[src/rtl/reg_file_2r1w_pkg.sv]
// ----------------------------------------------------------------------------
// rf_pkg
// Shared defaults and types for the little_proc register file.
//   RF_DATA_W    : default word width
//   RF_NUM_REGS  : default register count (power of two, at least 2)
//   RF_ADDR_W    : address width derived from RF_NUM_REGS
//   RF_ZERO_ADDR : the hardwired-zero register index
//   rf_addr_t    : address type at the default geometry
//   rf_word_t    : data word type at the default geometry
// ----------------------------------------------------------------------------
package rf_pkg;

    localparam int RF_DATA_W    = 8;
    localparam int RF_NUM_REGS  = 8;
    localparam int RF_ADDR_W    = $clog2(RF_NUM_REGS);
    localparam int RF_ZERO_ADDR = 0;

    typedef logic [RF_ADDR_W-1:0] rf_addr_t;
    typedef logic [RF_DATA_W-1:0] rf_word_t;

endpackage

[src/rtl/reg_file_2r1w_en_reg.sv]
// ----------------------------------------------------------------------------
// en_reg
// One storage word of the register file: a DATA_W-wide D register that only
// loads when en is high, and clears to zero on reset.
//   clk   : system clock, loads on posedge
//   reset : asynchronous, active-low reset
//   en    : load enable
//   d     : next value
//   q     : stored value
// ----------------------------------------------------------------------------
module en_reg #(
    parameter int DATA_W = 8
) (
    input  logic              clk,
    input  logic              reset,
    input  logic              en,
    input  logic [DATA_W-1:0] d,
    output logic [DATA_W-1:0] q
);

    // Hold the stored word unless a write targets this register.
    always_ff @(posedge clk or negedge reset) begin
        if (!reset) begin
            q <= '0;
        end else if (en) begin
            q <= d;
        end
    end

endmodule

[src/rtl/reg_file_2r1w.sv]
// ----------------------------------------------------------------------------
// reg_file_2r1w
// NUM_REGS x DATA_W register file with one write port and two independent
// registered read ports. Register 0 always reads as zero, and a read that
// collides with a same-cycle write to the same nonzero address returns the
// newly written data.
//   clk                 : system clock
//   reset               : asynchronous, active-low reset
//   wr_en/wr_addr/wr_data : write port
//   rdN_en/rdN_addr     : read request for port N (N = 0, 1)
//   rdN_data            : read result, one cycle after the request
//   rdN_valid           : high for exactly one cycle per accepted request
// ----------------------------------------------------------------------------
module reg_file_2r1w
    import rf_pkg::*;
#(
    parameter int DATA_W   = RF_DATA_W,
    parameter int NUM_REGS = RF_NUM_REGS,
    parameter int ADDR_W   = $clog2(NUM_REGS)
) (
    input  logic              clk,
    input  logic              reset,
    input  logic              wr_en,
    input  logic [ADDR_W-1:0] wr_addr,
    input  logic [DATA_W-1:0] wr_data,
    input  logic              rd0_en,
    input  logic [ADDR_W-1:0] rd0_addr,
    output logic [DATA_W-1:0] rd0_data,
    output logic              rd0_valid,
    input  logic              rd1_en,
    input  logic [ADDR_W-1:0] rd1_addr,
    output logic [DATA_W-1:0] rd1_data,
    output logic              rd1_valid
);

    localparam logic [ADDR_W-1:0] ZERO_ADDR = ADDR_W'(RF_ZERO_ADDR);

    logic [DATA_W-1:0] words [NUM_REGS];
    logic [DATA_W-1:0] rd0_next;
    logic [DATA_W-1:0] rd1_next;

    // Register 0 has no storage, so reads of it are zero by construction and
    // writes to it have nowhere to land.
    assign words[0] = '0;

    // One enable-gated storage word per nonzero address.
    for (genvar i = 1; i < NUM_REGS; i++) begin : g_word
        en_reg #(
            .DATA_W(DATA_W)
        ) u_word (
            .clk  (clk),
            .reset(reset),
            .en   (wr_en && (wr_addr == ADDR_W'(i))),
            .d    (wr_data),
            .q    (words[i])
        );
    end

    // Port 0 read mux: forward the in-flight write so the reader sees the new
    // value; address 0 is excluded so it keeps reading zero.
    always_comb begin
        rd0_next = words[rd0_addr];
        if (wr_en && (wr_addr == rd0_addr) && (rd0_addr != ZERO_ADDR)) begin
            rd0_next = wr_data;
        end
    end

    // Port 1 read mux, same forwarding rule as port 0.
    always_comb begin
        rd1_next = words[rd1_addr];
        if (wr_en && (wr_addr == rd1_addr) && (rd1_addr != ZERO_ADDR)) begin
            rd1_next = wr_data;
        end
    end

    // Port 0 output register: valid follows the request each cycle, while data
    // only updates on a request so the last result stays visible.
    always_ff @(posedge clk or negedge reset) begin
        if (!reset) begin
            rd0_data  <= '0;
            rd0_valid <= 1'b0;
        end else begin
            rd0_valid <= rd0_en;
            if (rd0_en) begin
                rd0_data <= rd0_next;
            end
        end
    end

    // Port 1 output register, same behaviour as port 0.
    always_ff @(posedge clk or negedge reset) begin
        if (!reset) begin
            rd1_data  <= '0;
            rd1_valid <= 1'b0;
        end else begin
            rd1_valid <= rd1_en;
            if (rd1_en) begin
                rd1_data <= rd1_next;
            end
        end
    end

endmodule
[config.mk]
export PLATFORM = sky130hd
export DESIGN_NAME = reg_file_2r1w
export DESIGN_NICKNAME = d
export VERILOG_FILES = /design/src/rtl/reg_file_2r1w_pkg.sv /design/src/rtl/reg_file_2r1w_en_reg.sv /design/src/rtl/reg_file_2r1w.sv
export SDC_FILE = /design/constraint.sdc
export NUM_CORES = 1
export LEC_CHECK = 0
export ABC_CLOCK_PERIOD_IN_PS = 1790
export BUFFER_PORTS_ARGS = -buffer_cell sky130_fd_sc_hd__buf_2
export CORE_MARGIN = 3
export CORE_UTILIZATION = 35
export CTS_CLUSTER_DIAMETER = 40
export DETAILED_ROUTE_END_ITERATION = 7
export GPL_TIMING_DRIVEN = 0
export RECOVER_POWER = 25
export SYNTH_ARGS = -nofsm -noshare
export SYNTH_HDL_FRONTEND = slang
export SYNTH_HIERARCHICAL = 1
export SYNTH_SLANG_ARGS = --single-unit
[constraint.sdc]
create_clock -name clk -period 1.79 [get_ports clk]
set_input_delay 0.0895 -clock clk [delete_from_list [all_inputs] [get_ports clk]]
set_output_delay 0.0895 -clock clk [all_outputs]
set_load 0.02 [all_outputs]
==> impl_metrics.json, run 1 <==
{
  "numPortBuffers": 37,
  "grt_pass1_wl_um": 17500,
  "leakagePower_nw": 2.10,
  "setup_viol": 0,
  "grt_max_degree": 40,
  "hpwlAfterDp_um": 7580,
  "drv_cap": 0,
  "utilization_pct": 42.4,
  "finalHoldViolations": 0,
  "overflow": 0,
  "p_per_area_mw_per_mm2": 1140,
  "htree_levels": 3,
  "grt.total_usage_pct": 17.6,
  "core_area_mm2": 0.0116,
  "syn-num-nets": 328,
  "grt_pass1_vias": 3009,
  "arrival_ns": 1.87,
  "min_path_type": "in -> reg",
  "fin_nets": 380,
  "worst_setup_path_start_kind": "primary input",
  "diodes": 0,
  "worst_pin_slew_ns": 0.977,
  "cts_tree": "done",
  "synth.distinct_cells": 34,
  "yosysWarnings": 6,
  "dr_total_vias": 2896,
  "crit_type": "in -> reg",
  "period_needed_ns": 1.67,
  "die_height_um": 115,
  "ys_seq_area_share_pct": 44.2,
  "fp-row-count": 39,
  "path_clk_slew_ns": 0.06,
  "ant_nets": 0,
  "final_layout_size_suffix_gt1_share_pct": 46.6,
  "critPathRequiredTime_ns": 2.00,
  "place_congestion": 0.807,
  "synthTopCellsByArea": "dfrtp_1, mux2_4, mux2_2, buf_6, a221oi_1",
  "synth_top_area_share_pct": 44.2,
  "dp.cells": 487,
  "rsz0062_at_grt": "no",
  "synth_edf_count": 0,
  "vias_per_cell": 5.72,
  "synthCells": 306,
  "drc_errors": 0,
  "postCtsSetupRepairBufs": 0,
  "post-route-period-util_pct": 93.1,
  "crit_fanout": 10,
  "synth_ff_type": "dfrtp_1",
  "instances_no_fill": 506,
  "maxSlewViolCount": 0,
  "yosys.area.top_type": "dfrtp_1",
  "ys_ff_latch": 74,
  "status": "finished, final reports clean",
  "num_io_pins": 40,
  "initial_core_util_pct": 36.2,
  "min_path_cells": 2,
  "die_w_um": 115,
  "wl_per_cell_um": 22.2,
  "clock_latency_ns": 0.33,
  "async_flop_share_pct": 100,
  "clock.fmax_mhz": 600,
  "cts-root-buf": "clkbuf_16",
  "cts_buffers": 9,
  "cts_buffer_depth": 2,
  "antenna_found_initial": 0,
  "worst_r2r_path_depth": 4,
  "dr.pass1.iters": 4,
  "die_area_mm2": 0.0133,
  "avgSynthCellArea_um2": 13.7,
  "relSlewSlack_pct": 34.8,
  "clock_sinks": 74,
  "synth.cell_area_mm2": 0.00419,
  "cp-end-kind": "flip-flop",
  "drt_iter0_drc": 184,
  "ir_drop_v": 0.000469,
  "area_growth_pct": 17.1,
  "drt_wl_total_um": 11200,
  "skew_ns": 0.00530
}
cell usage after synthesis (2+ instances only):
cell       instances
a2111oi_0          8
a221o_1            9
a221oi_1          14
and3_1             2
buf_1              3
buf_2              5
buf_6             12
clkbuf_1           4
dfrtp_1           74
inv_1              3
mux2_1             4
mux2_2            44
mux2_4            56
nand2_1            6
nand2b_1           6
nor2_1             8
o221a_1            7
o221ai_1           8
o22ai_1           15
xnor2_1            4
logic make-up after synthesis:
kind of cell	after synthesis	share of synthesized area, %
simple gates	29	3.67
buf+inv	28	4.90
mux	104	33.0
flops	74	44.2
compound gates	67	13.4
xor+xnor	4	0.836
worst max-delay path, cell delays in order:
cell	delay (ns)
dlygate4sd3_1	0.54
buf_2	0.14
inv_1	0.18
clkbuf_1	0.45
a2111oi_0	0.17
a221o_1	0.31
metal layers:
metal  share of wire [%]  track usage [%]  up-vias
li1                    -                -     1299
met1                  47             25.4     1478
met2                  45             26.2      101
met3                 5.6             2.98       18
met4                 2.4             7.51        0
met5                   0                0        -
placed cells by master (no fill, tap or decap), drive strengths merged:
cell type | netlist | routed
o221ai | 8 | 8
o21bai | 1 | 1
a21oi | 2 | 2
and2b | 1 | 1
o22ai | 15 | 15
nand3 | 1 | 1
and3 | 2 | 2
inv | 3 | 3
dfrtp | 74 | 74
a221o | 9 | 9
dlygate4sd3 | 0 | 3
bufinv | 0 | 2
buf | 21 | 55
or3b | 1 | 1
clkinvlp | 0 | 1
clkbuf | 4 | 19
a221oi | 14 | 14
nor2 | 8 | 8
xnor2 | 4 | 4
clkinv | 0 | 2
nand2 | 6 | 6
o21ai | 2 | 2
and2 | 1 | 1
mux2 | 104 | 104
or2 | 2 | 2
a31oi | 1 | 1
o221a | 7 | 7
a2111oi | 8 | 8
nand2b | 6 | 6
nor2b | 1 | 1
final cells by class:
cell class | instances | area, um^2
fillers | 1061 | 6660
multi-input cells | 204 | 2130
flip-flops and latches | 74 | 1850
clock buffers | 11 | 243
repair buffers | 41 | 233
plain buffers | 25 | 186
well taps | 143 | 179
clock inverters | 5 | 77.6
inverters | 3 | 11.3
final timing paths:
check	slack, ns	end	start
worst min-delay path	0.16	rd0_data[2]	wr_data[2]
worst min register to register	0.50	rd1_data[0]	rd1_data[0]
worst max-delay path	0.12	rd0_data[6]	rd0_en
max in group asynchronous	0.62	g_word[4].u_word/q[0]	reset
worst max register to register	0.25	rd0_data[4]	g_word[3].u_word/q[4]
min in group asynchronous	0.45	g_word[3].u_word/q[4]	reset
flip-flops by register name, summed over array words and instances (netlist names):
signal / cells
g_word.u_word/q: 56
rd0_data: 8
rd1_data: 8
rd0_valid: 1
rd1_valid: 1
through the flow:
step / TNS [ns] / worst slack [ns] / hold WS (ns) / power, mW / cell area (um^2)
2_1_floorplan: 0 / 0.422 / -0.206 / 3.25 / 4190
3_3_place_gp: -0.221 / -0.115 / 0.241 / 3.61 / 4550
3_5_place_dp: -0.250 / -0.123 / 0.0884 / 3.65 / 4580
4_1_cts: 0 / 0.166 / 0.147 / 5.63 / 4930
5_1_grt: 0 / 0.0340 / 0.168 / 5.82 / 4910
6_report: 0 / 0.123 / 0.157 / 5.59 / 4910
timing repair:
action / in CTS / in global routing
endpoints found under the hold margin: 37 / 0
hold buffers: 3 / 0
endpoints found under the setup margin: 0 / 1
gates resized for setup: 0 / 1
power by group:
| group | internal (mW) | switching [mW] |
|---|---|---|
| Combinational | 0.791 | 0.559 |
| Clock | 1.25 | 0.701 |
| Sequential | 2.02 | 0.257 |
Power figures use the tool's default switching activity.
==> inputs of run 2 (changes only) <==
--- a/config.mk
+++ b/config.mk
@@ -12,8 +12,8 @@
 export CTS_CLUSTER_DIAMETER = 40
 export DETAILED_ROUTE_END_ITERATION = 7
 export GPL_TIMING_DRIVEN = 0
+export MAX_ROUTING_LAYER = met4
 export RECOVER_POWER = 25
 export SYNTH_ARGS = -nofsm -noshare
 export SYNTH_HDL_FRONTEND = slang
-export SYNTH_HIERARCHICAL = 1
 export SYNTH_SLANG_ARGS = --single-unit
==> impl_metrics.json, run 2 <==
{
  "status": "finished, final reports clean",
  "pre_cts_ws_ns": -0.127,
  "grt_pass1_vias": 3021,
  "htree_levels": 3,
  "initial_core_util_pct": 36.1,
  "rsz0062_at_grt": "no",
  "dr.pass1.iters": 4,
  "tns_ns": 0,
  "yosys.area.top_type": "dfrtp_1",
  "relSlewSlack_pct": 19.0,
  "worst_setup_path_start_kind": "flip-flop",
  "skew_ns": 0.00733,
  "final_common_cell": "dfrtp_1",
  "ir_drop_v": 0.000552,
  "placed_cell_area_mm2": 0.00433,
  "synth_ff_type": "dfrtp_1",
  "dr_total_vias": 2887,
  "num_io_pins": 40,
  "cts_buffers": 9,
  "leakagePower_nw": 2.00,
  "final_area_mm2": 0.00467,
  "async_flop_share_pct": 100,
  "drt_wl_total_um": 10500,
  "syn-num-nets": 348,
  "antenna_found_initial": 0,
  "drt_iter0_drc": 153,
  "ys_ff_latch": 74,
  "reg_top3": "g_word.u_word.q: 56 flops, rd0_data: 8 flops, rd1_data: 8 flops",
  "synthTopCellsByArea": "dfrtp_1, mux2_2, mux2_1, a221o_1, a221oi_1",
  "numPortBuffers": 35,
  "maxSlewViolCount": 0,
  "largest_register": "g_word.u_word.q",
  "wl_per_cell_um": 20.1,
  "yosysWarnings": 0,
  "worst_pin_slew_ns": 1.22,
  "crit_type": "reg -> reg",
  "fin_ws_ns": 0.172,
  "crit_fanout": 3,
  "synth_most_common_cell": "dfrtp_1",
  "critPathRequiredTime_ns": 2.00,
  "synth_top_area_share_pct": 46.9,
  "synth.cell_area_mm2": 0.00395,
  "grt_max_degree": 56,
  "hpwlAfterDp_um": 7350,
  "min_path_type": "in -> reg",
  "overflow": 0,
  "setup_viol": 0,
  "clock_latency_ns": 0.33,
  "final_cell_mix": "dfrtp_1, mux2_2, buf_2",
  "dp.cells": 502,
  "ant_nets": 0,
  "arrival_ns": 1.83,
  "clock.fmax_mhz": 618,
  "final_layout_size_suffix_gt1_share_pct": 37.3,
  "cts_buffer_depth": 2,
  "die_height_um": 112,
  "clock_sinks": 74,
  "fp-row-count": 38,
  "core_area_mm2": 0.0109,
  "post-route-period-util_pct": 90.4,
  "drc_errors": 0,
  "utilization_pct": 42.7,
  "period_needed_ns": 1.62,
  "cts_tree": "done",
  "synth.distinct_cells": 32,
  "p_per_area_mw_per_mm2": 1110,
  "cts-root-buf": "clkbuf_16",
  "synth_common_cells": "dfrtp_1, mux2_2, nand2_1, mux2_1",
  "place_congestion": 0.855,
  "drv_cap": 0,
  "fin_nets": 398,
  "vias_per_cell": 5.54,
  "postCtsSetupRepairBufs": 0,
  "instances_no_fill": 521,
  "die_area_mm2": 0.0126,
  "area_growth_pct": 18.1,
  "cp-end-kind": "flip-flop",
  "avgSynthCellArea_um2": 12.1,
  "finalHoldViolations": 0,
  "grt_pass1_wl_um": 17300,
  "synthCells": 326,
  "largest_reg_flops": 56,
  "synth_edf_count": 0,
  "ys_seq_area_share_pct": 46.9,
  "diodes": 0,
  "path_clk_slew_ns": 0.06,
  "die_w_um": 112,
  "grt.total_usage_pct": 18.0
}
[run 2: cell types whose count changed after synthesis, moves of 15 or more]
cell / change
nand2_1: +15
mux2_2: +25
mux2_1: +15
o21ai_0: +15
mux2_4: -56
[run 2: metal layers]
metal | up-vias | GRT usage [%] | routed length [um]
li1 | 1362 | - | -
met1 | 1455 | 25.3 | 5050
met2 | 57 | 26.5 | 4920
met3 | 13 | 2.86 | 346
met4 | 0 | 5.85 | 163
met5 | - | - | 0
[run 2: layout make-up]
type	count	area (um^2)
buffer	29	195
clock buffer	11	253
clock inverter	5	52.6
fill	1054	6270
inverter	6	22.5
multi-input combinational	217	1890
sequential	74	1850
tap	140	175
timing repair buffer	39	230
[run 2: logic make-up after synthesis]
group / after synthesis / share of synthesized area [%]
xor gates and xnor gates: 4 / 0.887
and+or+nand+nor: 47 / 6.43
DFF: 74 / 46.9
buffers and inverters: 35 / 5.51
muxes: 88 / 25.1
AOI/OAI and AO/OA: 78 / 15.2
[run 2: path summary, 6_finish.rpt]
path,start,end,slack (ns),cells past startpoint
max,g_word[3].u_word.q[5],rd0_data[5],0.17,4
min,wr_data[0],g_word[1].u_word.q[0],0.04,2
max reg2reg,g_word[3].u_word.q[5],rd0_data[5],0.17,4
min reg2reg,g_word[6].u_word.q[7],g_word[6].u_word.q[7],0.51,2
max in group asynchronous,reset,g_word[4].u_word.q[1],0.40,3
min in group asynchronous,reset,g_word[5].u_word.q[0],0.54,2
[run 2: report_power, final]
part | switching (mW) | internal, mW | leakage, nW
sequential | 0.230 | 2.01 | 0.897
clock | 0.690 | 1.15 | 0.151
combinational | 0.541 | 0.579 | 0.949
[run 2: critical path: stages, from the launching register on]
cell,delay (ns)
dfrtp_1,0.40
mux2_1,0.30
a221oi_1,0.38
a2111oi_0,0.15
a221o_1,0.29
[run 2: per-stage QoR]
step	hold slack, ns	power, mW
after CTS	0.0415	5.22
after detailed placement	-0.00312	3.37
after floorplan	-0.206	3.00
final	0.0408	5.20
after global placement	0.279	3.32
after global routing	0.0560	5.46
[run 2: timing repair]
item / 4_1_cts / 5_1_grt
endpoints found under the setup margin: 0 / 1
hold buffers: 3 / 0
resized for setup: 0 / 1
endpoints found under the hold margin: 59 / 0
==> inputs of run 3 (changes only) <==
--- a/config.mk
+++ b/config.mk
@@ -7,12 +7,15 @@
 export LEC_CHECK = 0
 export ABC_CLOCK_PERIOD_IN_PS = 1790
 export BUFFER_PORTS_ARGS = -buffer_cell sky130_fd_sc_hd__buf_2
+export CELL_PAD_IN_SITES_DETAIL_PLACEMENT = 0
+export CELL_PAD_IN_SITES_GLOBAL_PLACEMENT = 2
 export CORE_MARGIN = 3
-export CORE_UTILIZATION = 35
+export CORE_UTILIZATION = 40
 export CTS_CLUSTER_DIAMETER = 40
 export DETAILED_ROUTE_END_ITERATION = 7
 export GPL_TIMING_DRIVEN = 0
 export MAX_ROUTING_LAYER = met4
+export PLACE_DENSITY_LB_ADDON = 0.1
 export RECOVER_POWER = 25
 export SYNTH_ARGS = -nofsm -noshare
 export SYNTH_HDL_FRONTEND = slang
==> impl_metrics.json, run 3 (synthesis gave the netlist of run 2 again) <==
{
  "status": "finished, final reports clean",
  "die_area_mm2": 0.0111,
  "placed_cell_area_mm2": 0.00432,
  "utilization_pct": 48.2,
  "post-route-period-util_pct": 94.5,
  "reg2reg_from": "g_word[3].u_word.q[6]",
  "critical_path_buf_inv_count": 0,
  "slowest_delay_ns": 0.46,
  "critPathRequiredTime_ns": 2.02,
  "cts_buffer_depth": 2,
  "multiInputGateArea_mm2": 0.00188,
  "die_w_um": 105,
  "setup_viol": 0,
  "worst_setup_path_start_kind": "flip-flop",
  "cts-root-buf": "clkbuf_8",
  "vias_per_cell": 5.65,
  "skew_ns": 0.00863,
  "finalHoldViolations": 0,
  "core_area_mm2": 0.00942,
  "drc_errors": 0,
  "crit_chain": "mux2_1 -> a221oi_1 -> a2111oi_0 -> a221o_1",
  "relSlewSlack_pct": 45.2,
  "cts_buffers": 9,
  "cp.depth": 4,
  "cts_tree": "done",
  "clock.fmax_mhz": 591,
  "critPathLaunch": "g_word[3].u_word.q[6]",
  "worst_r2r_path_depth": 4,
  "place_congestion": 0.752,
  "crit_type": "reg -> reg",
  "overflow": 0,
  "grt_pass1_vias": 3050,
  "min_path_type": "in -> reg",
  "largest_reg_flops": 56,
  "ir_drop_v": 0.000413,
  "crit_fanout": 3,
  "crit_family": "compound AO/OA/AOI/OAI gates",
  "final_cell_mix": "dfrtp_1, mux2_2, buf_2",
  "area_growth_pct": 14.9,
  "numPortBuffers": 35,
  "dr_total_vias": 2875,
  "fin_nets": 398,
  "register_area_mm2": 0.00185,
  "final_layout_size_suffix_gt1_share_pct": 36.8,
  "grt.total_usage_pct": 20.5,
  "drt_wl_total_um": 10500,
  "leakagePower_nw": 1.95,
  "drv_cap": 0,
  "maxSlewViolCount": 0,
  "dr.pass1.iters": 4,
  "grt_pass1_wl_um": 16900,
  "period_needed_ns": 1.69,
  "rrSetupSlack_ns": 0.1,
  "diodes": 0,
  "post_cts_resized": 0,
  "cp-end-kind": "flip-flop",
  "endpoint": "rd0_data[6]",
  "htree_levels": 3,
  "antenna_found_initial": 0,
  "ant_nets": 0,
  "clock_sinks": 74,
  "final_area_mm2": 0.00454,
  "drt_iter0_drc": 112,
  "final_common_cell": "dfrtp_1",
  "die_height_um": 105,
  "num_io_pins": 40,
  "path_clk_slew_ns": 0.08,
  "wl_per_cell_um": 20.7,
  "rsz0062_at_grt": "no",
  "grt_max_degree": 46,
  "initial_core_util_pct": 42.0,
  "reg_top3": "g_word.u_word.q: 56 flops, rd0_data: 8 flops, rd1_data: 8 flops",
  "hpwlAfterDp_um": 7780,
  "fillCellCount": 900,
  "r2r-end": "rd0_data[6]",
  "arrival_ns": 1.92,
  "p_per_area_mw_per_mm2": 1060,
  "worst_pin_slew_ns": 0.818,
  "crit_slowest_cell": "a221oi_1",
  "largest_register": "g_word.u_word.q",
  "clock_latency_ns": 0.34,
  "fp-row-count": 35
}
[run 3: changes by cell type in the layout (fill, tap and decap cells not counted), sizes merged]
cell      previous run  this run
buf                 52        50
clkinvlp             1         0
clkbuf              24        25
bufinv               1         2
[run 3: worst min-delay path by stage]
stage               startpoint               endpoint  cells past startpoint
floorplan                reset  g_word[1].u_word.q[0]                      0
global placement        rd1_en              rd1_valid                      1
detailed placement       reset  g_word[2].u_word.q[0]                      1
CTS                 wr_data[0]  g_word[4].u_word.q[0]                      2
global route        wr_data[0]  g_word[4].u_word.q[0]                      2
finish              wr_data[0]  g_word[4].u_word.q[0]                      2
[run 3: area by class of cell]
type                       count  share of cell area (%)
multi-input combinational    217                    41.5
inverter                       6                   0.496
sequential                    74                    40.8
buffer                        29                    4.30
tap                          129                    3.56
clock inverter                 5                    1.74
clock buffer                  10                    3.03
timing repair buffer          39                    4.63
[run 3: timing repair]
item	4_1_cts	5_1_grt
buffers inserted	0	0
setup endpoints to repair	0	0
hold buffers	3	0
hold endpoints to repair	31	0
[run 3: routing by layer]
layer | global-route usage (%) | wire length (um)
met5 | - | 0
met4 | 6.28 | 199
met3 | 3.43 | 307
met2 | 34.6 | 5320
met1 | 25.4 | 4690
[run 3: through the flow]
stage	setup TNS (ns)	hold WS (ns)	power (mW)	setup WS [ns]	std cells
detailed placement	-0.274	0.0543	3.39	-0.0739	491
global route	0	0.0180	5.06	0.0181	509
floorplan	0	-0.206	3.00	0.413	326
finish	0	0.0308	4.79	0.0986	509
global placement	-0.211	0.270	3.35	-0.0573	490
CTS	0	0.0201	4.86	0.105	509
[run 3: power by group]
group / internal (mW) / leakage, nW / switching [mW] / total [mW]
registers: 2.00 / 0.897 / 0.235 / 2.24
logic: 0.572 / 0.939 / 0.532 / 1.10
clock network: 0.814 / 0.112 / 0.632 / 1.45
total: 3.39 / 1.95 / 1.40 / 4.79
